File: src/rtl/riscv_pkg.sv
// Shared RISC-V immediate definitions: ImmSel codes, 25-bit field masks over instr[31:7],
// and the range check applied to the unshifted immediate.
package riscv_pkg;

  typedef enum logic [2:0] {
    IMM_I    = 3'b000,
    IMM_IU   = 3'b001,
    IMM_SH   = 3'b010,
    IMM_S    = 3'b011,
    IMM_B    = 3'b100,
    IMM_U    = 3'b101,
    IMM_J    = 3'b110,
    IMM_JALR = 3'b111
  } imm_sel_e;

  localparam logic [24:0] MASK_I  = 25'h1FFE000;
  localparam logic [24:0] MASK_SH = 25'h003E000;
  localparam logic [24:0] MASK_S  = 25'h1FC001F;
  localparam logic [24:0] MASK_B  = 25'h1FC001F;
  localparam logic [24:0] MASK_U  = 25'h1FFFFE0;
  localparam logic [24:0] MASK_J  = 25'h1FFFFE0;

  // Word-offset formats carry imm_val in words; the packed field holds bytes.
  function automatic logic is_word_offset(input logic [2:0] sel);
    return (sel == IMM_B) || (sel == IMM_J) || (sel == IMM_JALR);
  endfunction

  // Checked on the full signed value before scaling, so a shift can never wrap into range.
  function automatic logic imm_in_range(input logic [2:0] sel, input logic [31:0] imm);
    logic signed [31:0] v;
    logic               ok;
    v  = $signed(imm);
    ok = 1'b0;
    case (sel)
      IMM_I, IMM_S: ok = (v >= -32'sd2048)   && (v <= 32'sd2047);
      IMM_IU:       ok = (v >= 32'sd0)       && (v <= 32'sd4095);
      IMM_SH:       ok = (v >= -32'sd16)     && (v <= 32'sd15);
      IMM_B:        ok = (v >= -32'sd1024)   && (v <= 32'sd1023);
      IMM_U:        ok = (imm[11:0] == 12'h000);
      IMM_J:        ok = (v >= -32'sd262144) && (v <= 32'sd262143);
      IMM_JALR:     ok = (v >= -32'sd512)    && (v <= 32'sd511);
      default:      ok = 1'b0;
    endcase
    return ok;
  endfunction

endpackage

File: src/rtl/imm_pack_fmt.sv
// Combinational field packer: scatters the (byte-scaled) immediate into instr[31:7]
// layout for the selected format and reports which field bits it owns.
module imm_pack_fmt
  import riscv_pkg::*;
(
  input  logic [2:0]  imm_sel_i,
  input  logic [31:0] imm_val_i,
  output logic [24:0] pack_o,
  output logic [24:0] mask_o
);

  logic [31:0] b;

  always_comb begin
    b      = is_word_offset(imm_sel_i) ? (imm_val_i << 2) : imm_val_i;
    pack_o = '0;
    mask_o = '0;
    case (imm_sel_i)
      IMM_I, IMM_IU, IMM_JALR: begin
        pack_o[24:13] = b[11:0];
        mask_o        = MASK_I;
      end
      IMM_SH: begin
        pack_o[17:13] = b[4:0];
        mask_o        = MASK_SH;
      end
      IMM_S: begin
        pack_o[24:18] = b[11:5];
        pack_o[4:0]   = b[4:0];
        mask_o        = MASK_S;
      end
      IMM_B: begin
        pack_o[24]    = b[12];
        pack_o[0]     = b[11];
        pack_o[23:18] = b[10:5];
        pack_o[4:1]   = b[4:1];
        mask_o        = MASK_B;
      end
      IMM_U: begin
        pack_o[24:5]  = b[31:12];
        mask_o        = MASK_U;
      end
      IMM_J: begin
        pack_o[24]    = b[20];
        pack_o[12:5]  = b[19:12];
        pack_o[13]    = b[11];
        pack_o[23:14] = b[10:1];
        mask_o        = MASK_J;
      end
      default: begin
        pack_o = '0;
        mask_o = '0;
      end
    endcase
  end

endmodule

File: src/rtl/imm_encoder.sv
// Two-stage immediate packer with valid/ready on both sides (check stage, pack stage).
// Optional IMM_ENCODER_ERRCNT_EN adds a saturating err_cnt of drained error results.
module imm_encoder
  import riscv_pkg::*;
(
  input  logic        clk,
  input  logic        rst,
  input  logic        in_valid,
  output logic        in_ready,
  input  logic [2:0]  ImmSel,
  input  logic [31:0] imm_val,
  input  logic [31:0] base_instr,
  output logic        out_valid,
  input  logic        out_ready,
  output logic [31:0] instr,
`ifdef IMM_ENCODER_ERRCNT_EN
  output logic [7:0]  err_cnt,
`endif
  output logic        err
);

  logic        s1_valid_q, s1_valid_d;
  logic [2:0]  s1_sel_q, s1_sel_d;
  logic [31:0] s1_imm_q, s1_imm_d;
  logic [31:0] s1_base_q, s1_base_d;
  logic        s1_ok_q, s1_ok_d;
  logic        s2_valid_q, s2_valid_d;
  logic [31:0] s2_instr_q, s2_instr_d;
  logic        s2_err_q, s2_err_d;

  logic        s2_adv;
  logic        accept;
  logic [24:0] pack;
  logic [24:0] mask;

  imm_pack_fmt u_pack (
    .imm_sel_i (s1_sel_q),
    .imm_val_i (s1_imm_q),
    .pack_o    (pack),
    .mask_o    (mask)
  );

  // Stage 1 only moves on when stage 2 does; an empty stage 1 may always fill.
  always_comb begin
    s2_adv     = !s2_valid_q | out_ready;
    in_ready   = !s1_valid_q | s2_adv;
    accept     = in_valid & in_ready;

    s1_valid_d = in_ready ? in_valid : s1_valid_q;
    s1_sel_d   = accept ? ImmSel : s1_sel_q;
    s1_imm_d   = accept ? imm_val : s1_imm_q;
    s1_base_d  = accept ? base_instr : s1_base_q;
    s1_ok_d    = accept ? imm_in_range(ImmSel, imm_val) : s1_ok_q;

    s2_valid_d = s2_adv ? s1_valid_q : s2_valid_q;
    s2_instr_d = s2_instr_q;
    s2_err_d   = s2_err_q;
    if (s2_adv && s1_valid_q) begin
      s2_err_d   = !s1_ok_q;
      s2_instr_d = s1_ok_q ? {(s1_base_q[31:7] & ~mask) | (pack & mask), s1_base_q[6:0]}
                           : s1_base_q;
    end
  end

  always_ff @(posedge clk) begin
    if (rst) begin
      s1_valid_q <= 1'b0;
      s1_sel_q   <= '0;
      s1_imm_q   <= '0;
      s1_base_q  <= '0;
      s1_ok_q    <= 1'b0;
      s2_valid_q <= 1'b0;
      s2_instr_q <= '0;
      s2_err_q   <= 1'b0;
    end else begin
      s1_valid_q <= s1_valid_d;
      s1_sel_q   <= s1_sel_d;
      s1_imm_q   <= s1_imm_d;
      s1_base_q  <= s1_base_d;
      s1_ok_q    <= s1_ok_d;
      s2_valid_q <= s2_valid_d;
      s2_instr_q <= s2_instr_d;
      s2_err_q   <= s2_err_d;
    end
  end

  assign out_valid = s2_valid_q;
  assign instr     = s2_instr_q;
  assign err       = s2_err_q;

`ifdef IMM_ENCODER_ERRCNT_EN
  logic [7:0] err_cnt_q, err_cnt_d;

  always_comb begin
    err_cnt_d = err_cnt_q;
    if (s2_valid_q && out_ready && s2_err_q && (err_cnt_q != 8'hFF)) begin
      err_cnt_d = err_cnt_q + 8'd1;
    end
  end

  always_ff @(posedge clk) begin
    if (rst) begin
      err_cnt_q <= '0;
    end else begin
      err_cnt_q <= err_cnt_d;
    end
  end

  assign err_cnt = err_cnt_q;
`endif

endmodule

File: config.mk
export PLATFORM = sky130hd
export DESIGN_NAME = imm_encoder
export DESIGN_NICKNAME = d
export VERILOG_FILES = /design/src/rtl/riscv_pkg.sv /design/src/rtl/imm_pack_fmt.sv /design/src/rtl/imm_encoder.sv
export SDC_FILE = /design/constraint.sdc
export NUM_CORES = 1
export LEC_CHECK = 0
export CORE_MARGIN = 2
export CORE_UTILIZATION = 57
export CTS_BUF_LIST = sky130_fd_sc_hd__clkbuf_8
export DETAILED_ROUTE_END_ITERATION = 10
export PLACE_DENSITY = 0.88
export SLEW_MARGIN = 20
export SYNTH_ARGS = -nofsm -noshare
export SYNTH_HDL_FRONTEND = slang
export SYNTH_HIERARCHICAL = 1
export SYNTH_SLANG_ARGS = --single-unit
File: constraint.sdc
create_clock -name clk -period 3.38 [get_ports clk]
set_input_delay 0.338 -clock clk [delete_from_list [all_inputs] [get_ports clk]]
set_output_delay 0.338 -clock clk [all_outputs]
set_load 0.1 [all_outputs]
Word level (Yosys, flattened, before mapping)
Cells that the tools add are included.
{ "op_classes": {"n_lt_le_gt_ge": 12, "eq_ne": 14, "mux": 8, "bitwise_logic": 7, "n_reduce_logical": 21} }
{ "op_table": {"columns": ["op", "count"], "rows": [
  ["one-hot mux 25 bit (4 select lines)", 1],
  ["two-way mux 32 bit", 2],
  ["AND 25 bit", 2],
  [">= comparator 32 x 1 -> 1 bit, second input constant", 1],
  [">= comparator 32 x 10 -> 1 bit, second input constant", 1],
  [">= comparator 32 x 11 -> 1 bit, second input constant", 1],
  [">= comparator 32 x 12 -> 1 bit, second input constant", 1],
  [">= comparator 32 x 19 -> 1 bit, second input constant", 1],
  [">= comparator 32 x 5 -> 1 bit, second input constant", 1],
  ["less-or-equal comparator 32 x 10 -> 1 bit, second input constant", 1],
  ["less-or-equal comparator 32 x 11 -> 1 bit, second input constant", 1],
  ["less-or-equal comparator 32 x 12 -> 1 bit, second input constant", 1],
  ["less-or-equal comparator 32 x 13 -> 1 bit, second input constant", 1],
  ["less-or-equal comparator 32 x 19 -> 1 bit, second input constant", 1],
  ["less-or-equal comparator 32 x 5 -> 1 bit, second input constant", 1],
  ["one-hot mux 7 bit (4 select lines)", 1],
  ["inverter 25 bit", 1],
  ["OR 25 bit", 1],
  ["== test 3 bit, second input constant", 8],
  ["one-hot mux 5 bit (3 select lines)", 1],
  ["== test 3 x 2 -> 1 bit, second input constant", 4],
  ["zero test 12 bit", 1],
  ["one-hot mux 5 bit (2 select lines)", 1],
  ["two-way mux 8 bit", 1],
  ["other kinds (11)", 26]
]} }
{ "word_totals": {"ff_bits": 103, "inputBits": 71, "out_inout_bits": 35, "elab_cells": 70} }

Logic depth before layout (Yosys ltp)
Gate-level depths: netlist of the first run.
{ "depth": {"word_depth": 8, "depth_mapped": 9, "depth_no_buf": 6} }

Hierarchy
Netlist of the first run, hierarchy kept.
{ "modules_own_cells": {"columns": ["module", "instances", "cells_each", "area_per_inst_um2", "seq_area_each_um2"], "rows": [
  ["imm_encoder", 1, 549, 4161.5, 2062.0],
  ["imm_pack_fmt", 1, 101, 730.7, 0.0]
]} }

Worst setup path before layout of the first run
OpenSTA, ideal clock, no wires.
{ "synth_path": {"path_kind": "flip-flop to flip-flop", "startpoint": "reg s2_valid_q (netlist: out_valid)", "endpoint": "reg s1_ok_q", "setup_ps": 120, "t_arrival_ps": 3045, "required_time_ps": 3260, "path_slack_ps": 215, "path_stages_with_launch": 8, "path_buffers": 2, "synth_period_minus_slack_ps": 3165, "path_cell_list": "dfxtp_1 -> nand3b_1 -> and2_1 -> buf_2 -> buf_2 -> o21bai_1 -> nor2_1 -> o2bb2ai_1"} }
{ "synth_between": {"elab_chain_len": 4} }
{ "synth_rtl": {"columns": ["element", "line_no", "source"], "rows": [
  ["start: declaration", "imm_encoder.sv:27", "logic s2_valid_q, s2_valid_d;"],
  ["start signal: assignment", "imm_encoder.sv:81", "s2_valid_q <= s2_valid_d;"],
  ["zero test 1 bit", "imm_encoder.sv:45", "s2_adv = !s2_valid_q | out_ready;"],
  ["OR 1 bit", "imm_encoder.sv:45", null],
  ["OR 1 bit", "imm_encoder.sv:46", "in_ready = !s1_valid_q | s2_adv;"],
  ["named net in_ready", "imm_encoder.sv:9", "output logic in_ready,"],
  ["AND 1 bit", "imm_encoder.sv:47", "accept = in_valid & in_ready;"],
  ["end signal: assignment", "imm_encoder.sv:80", "s1_ok_q <= s1_ok_d;"],
  ["end: declaration", "imm_encoder.sv:26", "logic s1_ok_q, s1_ok_d;"]
]} }
The timed path passes the listed nets, and every way through them passes these cells.
A chain may end at the register's enable or synchronous reset.

Worst setup path after layout of the first run
{ "layout_path": {"startpoint": "reg s1_sel_q[0]", "endpoint": "reg s2_instr_q[19] (netlist: instr[19])"} }
{ "layout_between": {"elab_chain_len": 8, "word_cells_on_any_way": 21, "cone_classes": "eq/ne: 7; mux: 4; bitwise: 4; reduce/logical: 6"} }
{ "layout_rtl": {"columns": ["element", "line_no", "source"], "rows": [
  ["start: declaration", "imm_encoder.sv:23", "logic [2:0] s1_sel_q, s1_sel_d;"],
  ["start signal: assignment", "imm_encoder.sv:77", "s1_sel_q <= s1_sel_d;"],
  ["parallel branches: the longest is 6 deep, another holds one-hot mux 25 bit (4 select lines)", null, null],
  ["OR 25 bit (*)", "imm_encoder.sv:60", "s2_instr_d = s1_ok_q ? {(s1_base_q[31:7] & ~mask) | (pack & mask), s1_base_q[6:0]}"],
  ["two-way mux 32 bit (*)", "imm_encoder.sv:60", null],
  ["end signal: assignment", "imm_encoder.sv:82", "s2_instr_q <= s2_instr_d;"],
  ["end: declaration", "imm_encoder.sv:28", "logic [31:0] s2_instr_q, s2_instr_d;"]
]} }
Every way passes the cells marked *.

==> results of run 1 <==
[layer usage]
layer  wire (µm)  global-route usage (%)
met1        5190                   32.42
met2        6428                   46.42
met3         800                   3.757
met4         267                   9.642
met5           0                       0
[cells in the final DEF, fill, tap and decap left out, types with 12 or more instances in the layout]
cell	n
clkdlybuf4s50_1	103
a22oi_1	12
nor2b_1	12
a21oi_1	77
nand3_1	29
nor2_1	32
dfxtp_1	103
nand2_1	216
mux2i_1	16
a311oi_1	25
[layout make-up]
type / instances / area, µm²
clock buffer: 10 / 137.6
clock inverter: 6 / 38.79
fill: 642 / 2320
inverter: 2 / 7.507
multi-input combinational: 475 / 2432
sequential: 103 / 2062
tap: 105 / 131.4
timing repair buffer: 113 / 1129
[through the flow]
step                      util (%)  cell area [µm²]  instances  total power, mW
after floorplan                  -             4892        650            1.748
after global placement       69.77             5762        798            1.913
after detailed placement     69.77             5762        798            1.929
after CTS                    71.91             5938        814            2.600
after global routing         71.91             5938        814            2.703
final                        71.91             5938        814            2.598
[kinds of logic after synthesis]
logic type | share of synthesized area [%]
multiplexers | 3.274
buffers and inverters | 8.235
AO/OA/AOI/OAI | 17.21
AND/OR/NAND/NOR | 29.13
flip-flops | 42.15
[registers in the layout (all words and copies together) (netlist names)]
signal,cells
out_valid,1
s1_sel_q,3
s1_base_q,32
s1_imm_q,32
instr,32
s1_valid_q,1
err,1
s1_ok_q,1
[cell usage after synthesis (3+ instances only)]
cell        n  area share, %
nand3_1    29            3.0
clkbuf_1   29            2.2
and2_1      3           0.38
a21oi_1    77            7.9
dfxtp_1   103             42
nand2_1   217             17
nor4_1      4           0.51
a311oi_1   25            4.5
nor2_1     32            2.5
nor3_1      3           0.31
a22oi_1    12            1.8
nand3b_1    4           0.61
nand2b_1    3           0.38
buf_4      22            3.4
nor2b_1    12            1.5
mux2i_1    16            3.3
nand4b_1    4           0.72
buf_2      15            1.5
nand4_1     7           0.90
a22o_1      4           0.72
[how the worst max path moves through the flow]
stage	end	slack, ps	depth (start not counted)
2_1_floorplan	s1_ok_q	220	7
5_1_grt	instr[19]	950	4
3_3_place_gp	s1_ok_q	1250	6
3_5_place_dp	instr[19]	1140	6
6_report	instr[19]	1120	4
4_1_cts	instr[4]	1160	1
[worst reg2reg max path, delay by kind of cell (launching register included)]
kind            cells  cell delay (ps)
simple gates        2              840
compound gates      2              810
flops               1              510
[power groups by stage]
stage | Clock, mW | Combinational [mW] | Sequential [mW]
floorplan | 0 | 0.233 | 1.52
global placement | 0 | 0.552 | 1.36
detailed placement | 0 | 0.564 | 1.36
CTS | 0.697 | 0.566 | 1.34
global route | 0.752 | 0.605 | 1.35
finish | 0.692 | 0.568 | 1.34
==> metrics.md, run 1 <==
| Metric | Value |
|---|---|
| Outcome | `finished, final reports clean` |
| Final Max Tran Viols | `0` |
| TritonRoute pass-1 iters | `5` |
| Worst vdd ir | `231.4 µV` |
| Hold WS | `462.5 ps` |
| Syn nets | `roughly 720` |
| Hold endpoint | `instr[3]` |
| Slowest stage delay, CP | `680 ps` |
| HP Class | `flip-flop to flip-flop` |
| Distinct cells, synth | `43` |
| Antenna cells | `0` |
| Cts hold-fix bufs | `0` |
| H-Tree Depth | `3` |
| Clk_skew | `roughly 11 ps` |
| CTS tree | `done` |
| DP Wirelength | `9027 µm` |
| Core area | `about 8300 µm²` |
| CP endpoint kind | `flip-flop` |
| Highest clock rate | `443.1 MHz` |
| Initial core utilization | `between 50% and 60%` |
| Clock Tree Root | `clkbuf_8` |
| R2R setup slack | `about 1100 ps` |
| Sw Share | `between 30 and 40%` |
| EDFF count, synth | `0` |
| Post-route DRC | `0` |
| Final wirelength | `12690 µm` |
| Post-Synthesis Cells | `650` |
| RSZ-0062 raised after global routing | `false` |
| Hold Violations, Final | `0` |
| Slew HR | `between 30% and 40%` |
| Final WS setup | `roughly 1100 ps` |
| GRT Resource Usage Total | `between 20% and 30%` |
| Crit path buffers/inverters | `0` |
| Cell area after synthesis | `~4900 µm²` |
| CP max stage cell | `and2b_1` |
| Routability Congestion | `0.8611` |
| CTS Buffer Depth | `2` |
| Setup TNS | `0 ps` |
| Hold depth | `2` |
| Number of global-route vias before repair | `approximately 4300` |
| Global route overflow | `0` |
| Largest delay contributor family on the critical path | `simple AND/OR/NAND/NOR gates` |
| Synth-to-Final Area Change | `21.38%` |
| First-pass GRT wire length | `20480 µm` |
| Share of post-route cells with drive strength above 1 | `about 4.5%` |
| Pwr/cell area | `about 440 nW/µm²` |
| Clk_lat worst skew | `360 ps` |
| # Max-Cap Violations | `0` |
| Leak | `2.034 nW` |
| Hold_sp | `instr[3]` |
| P_int | `1.765 mW` |
| Mean area per synthesized cell | `about 7.5 µm²` |
| Row count | `33` |
| FFs w/ async S/R, synth | `0%` |
| Pin count of the biggest net entering global routing | `slightly below 70` |
| Post-CTS setup buffer count | `0` |
| Die Ht | `roughly 97 µm` |
| Initial drt markers | `about 260` |
| Slew @ Worst Pin | `around 990 ps` |
| Initial antenna violation count | `0` |
| Number of routed nets with antenna violations | `0` |
| NetSw | `between 0.8 and 0.9 mW` |
| Worst R2R Start | `s1_sel_q[0]` |
| Cell-by-cell trace of the critical path | `and2b_1 > o21a_1 > nand3_1 > a311oi_1` |
| Flop pwr share | `51.5%` |
| Final worst-path cycle share | `66.77%` |
| Clk sink count | `103` |
| #FFs+latches synth | `around 100` |
| Combinational power share | `between 20 and 25%` |
| Via count | `4732` |
| DIE AREA | `just over 9000 µm²` |
| R2R depth | `4` |
| Avg WL per Cell | `15.59 µm` |
| # nets final | `between 700 and 800` |
| Sequential fraction of the synthesis area | `about 42%` |
| Clock power frac | `between 20% and 30%` |
| Vias per std cell | `5.813` |
| Number of port buffers | `roughly 110` |
| Crit Reg-Reg Endpoint | `instr[19]` |
| Final min period | `2257 ps` |
| Worst path arrival time | `between 2000 and 3000 ps` |
| CP max FO | `19` |
| Worst setup SP type | `flip-flop` |
| CTS resizes | `0` |
| CTS Buf Count | `9` |
| IO Count | `approximately 110` |
| Place WS | `~1100 ps` |
| # setup viols final | `0` |
| Synthesis Warnings | `6` |
| Critical path class | `flip-flop to flip-flop` |
| Clk pin slew, worst setup/hold paths | `100 ps` |
| Main synth FF type | `dfxtp_1` |
| Die Wd | `between 90 and 100 µm` |
| Crit path launch | `s1_sel_q[0]` |
| WP data required | `~3600 ps` |
No activity file was read; power rests on OpenSTA's default activity.
==> run 2: changes to the inputs <==
- CORE_UTILIZATION: 57 -> 48
- PLACE_DENSITY: 0.88 -> 0.79
- clock period: 3.38 -> 1.9 ns (I/O delays scaled with it)
==> run 2 against run 1 <==
Against the previous run:
- first-iteration DRC count rose by 63%
- clock power rose by 89%
- combinational power rose by 83%
- wire length rose by 1.1%
- sequential power rose by 77%
- non-clock buffer count rose by 21
- register-to-register slack got worse by 900 ps
- setup slack got worse by 900 ps
- cell area rose by 3.2%
- clock-buffer cell count did not move
- final cell count rose by 6.0%
- via count rose by 0.95%
==> metrics.md, run 2 (same netlist as run 1, synthesis figures left out) <==
| Metric | Value |
|---|---|
| Outcome | `finished, final reports clean` |
| First-pass GRT wire length | `20600 µm` |
| Number of port buffers | `~110` |
| Critical path class | `flip-flop to flip-flop` |
| Final wirelength | `roughly 13000 µm` |
| Global route overflow | `0` |
| Worst vdd ir | `between 400 and 500 µV` |
| Pwr/cell area | `771.9 nW/µm²` |
| Post-route DRC | `0` |
| Leak | `about 2.2 nW` |
| Initial core utilization | `49.82%` |
| Worst setup SP type | `flip-flop` |
| Initial drt markers | `426` |
| Hold Violations, Final | `0` |
| TritonRoute pass-1 iters | `6` |
| Avg WL per Cell | `14.87 µm` |
| # setup viols final | `0` |
| Final instance area | `approximately 6100 µm²` |
| NetSw | `between 1.5 and 2 mW` |
| Via count | `about 4800` |
| DIE AREA | `roughly 11000 µm²` |
| Final worst-path cycle share | `88.49%` |
| Antenna cells | `0` |
| Clk pin slew, worst setup/hold paths | `100 ps` |
| WP data required | `roughly 2200 ps` |
| Final Max Tran Viols | `0` |
| H-Tree Depth | `3` |
| Filler cell count | `about 900` |
| IO Count | `between 100 and 150` |
| CTS tree | `done` |
| Clk sink count | `103` |
| Place WS | `-37.25 ps` |
| CTS Buffer Depth | `2` |
| Routability Congestion | `between 0.9 and 1` |
| HP Class | `input pin to flip-flop` |
| Clk_skew | `approximately 15 ps` |
| Number of global-route vias before repair | `4366` |
| CP max FO | `12` |
| CP endpoint kind | `flip-flop` |
| Sw Share | `32.59%` |
| Slew HR | `between 60% and 70%` |
| Synth-to-Final Area Change | `25.24%` |
| Flop pwr share | `approximately 50%` |
| Share of post-route cells with drive strength above 1 | `12.60%` |
| Pin count of the biggest net entering global routing | `a little under 100` |
| DP Wirelength | `roughly 9400 µm` |
| Clock Tree Root | `clkbuf_8` |
| Placed Area | `5936 µm²` |
| Most frequent cells in the layout | `216 x nand2_1, 100 x dfxtp_1, 77 x a21oi_1` |
| # nets final | `between 700 and 800` |
| Vias per std cell | `between 5 and 6` |
| Row count | `36` |
| Setup TNS | `0 ps` |
| P_int | `roughly 3.2 mW` |
| Post-CTS setup buffer count | `0` |
| Commonest non-fill, non-tap cell in the layout | `nand2_1` |
| Cts hold-fix bufs | `0` |
| GRT Resource Usage Total | `between 20% and 30%` |
| CTS Buf Count | `9` |
| Die Ht | `105.0 µm` |
| Die Wd | `105.0 µm` |
| Highest clock rate | `~600 MHz` |
| Number of routed nets with antenna violations | `0` |
| # Max-Cap Violations | `0` |
| RSZ-0062 raised after global routing | `false` |
| Core area | `around 9800 µm²` |
| Worst path arrival time | `1950 ps` |
| Final min period | `around 1700 ps` |
| Clock power frac | `approximately 28%` |
| Final WS setup | `approximately 220 ps` |
| CTS resizes | `0` |
| Initial antenna violation count | `0` |
| Slew @ Worst Pin | `approximately 480 ps` |
| Combinational power share | `22.1%` |
| Clk_lat worst skew | `around 360 ps` |
run 2: changes by cell type in the layout (fill, tap and decap cells not counted), sizes merged:
cell           previous run  this run
inv                       4         5
clkinv                    1         2
buf                      10        65
clkdlybuf4s50           103        69
clkinvlp                  3         1
run 2: area by class of cell:
cell class / instances / area (µm²) / area share [%]
Multi-Input combinational cell: 475 / 2432 / 39.70
Inverter: 2 / 7.507 / 0.1225
Clock inverter: 6 / 51.30 / 0.8372
Tap cell: 133 / 166.4 / 2.716
Clock buffer: 10 / 137.6 / 2.246
Sequential cell: 103 / 2068 / 33.76
Timing Repair Buffer: 134 / 1264 / 20.62
run 2: worst max-delay path, stage by stage (launching register included):
cell	delay [ps]
dfxtp_2	450
nor2b_1	100
and2b_1	230
or2_2	410
nand2_1	100
nand2_1	50
a311oi_1	250
run 2: routing by layer:
layer / wire [µm] / GRT usage, %
met5: 0 / 0
met4: 213 / 7.333
met3: 654 / 3.493
met2: 6438 / 39.84
met1: 5522 / 28.90
run 2: through the flow:
| step | power [mW] | hold slack (ps) | cells | util, % |
|---|---|---|---|---|
| after CTS | 4.744 | 89.30 | 863 | 62.37 |
| final | 4.729 | 99.56 | 863 | 62.40 |
| after detailed placement | 3.464 | 448.1 | 847 | 60.45 |
| after global routing | 4.914 | 93.20 | 863 | 62.40 |
| after floorplan | 3.118 | 319.5 | 650 | - |
| after global placement | 3.440 | 439.5 | 847 | 60.45 |
run 2: power by group through the flow:
| stage | Clock (mW) | Combinational (mW) | Sequential, mW |
|---|---|---|---|
| after floorplan | 0 | 0.422 | 2.70 |
| after global placement | 0 | 1.02 | 2.42 |
| after detailed placement | 0 | 1.04 | 2.42 |
| after CTS | 1.33 | 1.04 | 2.37 |
| after global routing | 1.41 | 1.12 | 2.39 |
| final | 1.31 | 1.04 | 2.37 |
run 2: path summary, 6_finish.rpt:
| check | from | end | slack [ps] | depth (start not counted) |
|---|---|---|---|---|
| max | s1_sel_q[1] | instr[7] | 220 | 6 |
| min | rst | instr[0] | 100 | 2 |
| max reg2reg | s1_sel_q[1] | instr[7] | 220 | 6 |
| min reg2reg | s1_imm_q[28] | s1_imm_q[28] | 460 | 2 |
==> run 3: changes to the inputs <==
- CORE_MARGIN: 2 -> default
==> run 3 against run 2 <==
Against the previous run:
- clock power barely moved
- clock skew fell by 2.6 ps
- largest cell class unchanged
- final cell count rose by 0.23%
- die area fell by 3.8%
- wire length fell by 0.48%
- global-route usage rose by 1.4 points
- via count fell by 0.94%
==> metrics.md, run 3 (same netlist as run 1, synthesis figures left out) <==
| Metric | Value |
|---|---|
| GRT Resource Usage Total | `approximately a quarter` |
| Final wirelength | `12770 µm` |
| Slew @ Worst Pin | `between 400 and 500 ps` |
| Die Wd | `approximately 100 µm` |
| TritonRoute pass-1 iters | `5` |
| Slew HR | `73.25%` |
| Synth-to-Final Area Change | `25.75%` |
| Crit path launch | `s1_sel_q[0]` |
| Leak | `2.243 nW` |
| Routability Congestion | `just over 0.9` |
| Clk pin slew, worst setup/hold paths | `roughly 100 ps` |
| # Max-Cap Violations | `0` |
| # setup viols final | `0` |
| Initial drt markers | `276` |
| NetSw | `roughly 1.6 mW` |
| Worst path arrival time | `about 2000 ps` |
| Placed Area | `slightly below 6000 µm²` |
| Core area | `9819 µm²` |
| H-Tree Depth | `3` |
| Clock Tree Root | `clkbuf_8` |
| Number of global-route vias before repair | `4288` |
| Hold Violations, Final | `0` |
| Clock power frac | `between 20% and 30%` |
| IO Count | `about 110` |
| Outcome | `finished, final reports clean` |
| Cts hold-fix bufs | `0` |
| Via count | `4732` |
| Worst vdd ir | `485.5 µV` |
| Row count | `36` |
| CTS resizes | `0` |
| Clk sink count | `just over 100` |
| HP Class | `input pin to flip-flop` |
| First-pass GRT wire length | `~20000 µm` |
| Avg WL per Cell | `14.76 µm` |
| Pwr/cell area | `roughly 770 nW/µm²` |
| Worst setup SP type | `flip-flop` |
| Worst Setup EP | `instr[11]` |
| Crit Reg-Reg Endpoint | `instr[11]` |
| Setup TNS | `0 ps` |
| Share of post-route cells with drive strength above 1 | `approximately 13%` |
| Initial core utilization | `roughly half` |
| R2R setup slack | `roughly 190 ps` |
| CTS tree | `done` |
| # nets final | `roughly 800` |
| Final instance area | `approximately 6000 µm²` |
| Critical path class | `flip-flop to flip-flop` |
| Flop pwr share | `49.9%` |
| DIE AREA | `10600 µm²` |
| RSZ-0062 raised after global routing | `false` |
| Highest clock rate | `roughly 580 MHz` |
| Number of port buffers | `approximately 110` |
| Antenna cells | `0` |
| R2R depth | `5` |
| CP endpoint kind | `flip-flop` |
| Final min period | `1710 ps` |
| DP Wirelength | `~9400 µm` |
| Final worst-path cycle share | `90.02%` |
| Pin count of the biggest net entering global routing | `68` |
| CTS Buf Count | `9` |
| Post-route DRC | `0` |
| Initial antenna violation count | `0` |
| Sw Share | `32.71%` |
| CTS Buffer Depth | `2` |
| Vias per std cell | `5.471` |
| Most frequent cells in the layout | `216 x nand2_1, 101 x dfxtp_1, 77 x a21oi_1` |
| Post-CTS setup buffer count | `0` |
| Global route overflow | `0` |
| Combinational power share | `~22%` |
| Clk_skew | `12.46 ps` |
| P_int | `roughly 3.2 mW` |
| Worst R2R Start | `s1_sel_q[0]` |
| Die Ht | `between 100 and 150 µm` |
| Commonest non-fill, non-tap cell in the layout | `nand2_1` |
| Number of routed nets with antenna violations | `0` |
| CP max FO | `11` |
| Final Max Tran Viols | `0` |
| WP data required | `2170 ps` |
| Clk_lat worst skew | `between 300 and 400 ps` |
-- run 3: cell count changes in the layout (fill, tap and decap cells not counted), sizes merged --
cell	delta
inv	+1
clkinv	-1
buf	+2
-- run 3: critical path, stage by stage, from the launching register on --
cell,delay (ps)
dfxtp_1,500
and2b_1,290
or2_2,410
nand2_1,100
nand2_1,70
a311oi_1,250
-- run 3: worst min-delay path by stage --
| stage | depth (start not counted) | slack [ps] | to | start |
|---|---|---|---|---|
| detailed placement | 2 | 440 | instr[0] | s1_base_q[0] |
| finish | 2 | 130 | instr[2] | rst |
| global route | 2 | 120 | s1_base_q[2] | rst |
| floorplan | 2 | 320 | s1_valid_q | in_valid |
| CTS | 2 | 120 | instr[2] | rst |
| global placement | 2 | 440 | instr[0] | s1_base_q[0] |
-- run 3: area by class of cell --
cell class,count,area (µm²)
clock buffer,10,137.6
clock inverter,6,50.05
fill,889,3667
inverter,2,7.507
multi-input combinational,475,2432
sequential,103,2067
tap,133,166.4
timing repair buffer,136,1291
-- run 3: through the flow --
step	util (%)	hold WS (ps)	std cells	total power, mW	setup WS, ps
4_1_cts	62.64	116.1	865	4.761	80.95
3_3_place_gp	60.73	436.5	849	3.445	28.22
2_1_floorplan	-	319.5	650	3.118	-595.8
5_1_grt	62.65	124.1	865	4.951	79.88
6_report	62.65	127.9	865	4.749	189.6
3_5_place_dp	60.73	441.0	849	3.467	-97.92
-- run 3: power by group through the flow --
stage | Combinational (mW) | Clock (mW) | Sequential, mW
global placement | 1.03 | 0 | 2.42
global route | 1.12 | 1.44 | 2.39
CTS | 1.05 | 1.34 | 2.37
floorplan | 0.422 | 0 | 2.70
finish | 1.05 | 1.33 | 2.37
detailed placement | 1.05 | 0 | 2.42
-- run 3: routing by layer --
layer,routed length (µm),global-route usage (%),vias to the layer above
li1,-,-,2360
met1,5861,31.37,2215
met2,6212,41.90,138
met3,512,3.797,19
met4,182,6.934,0
met5,0,0,-
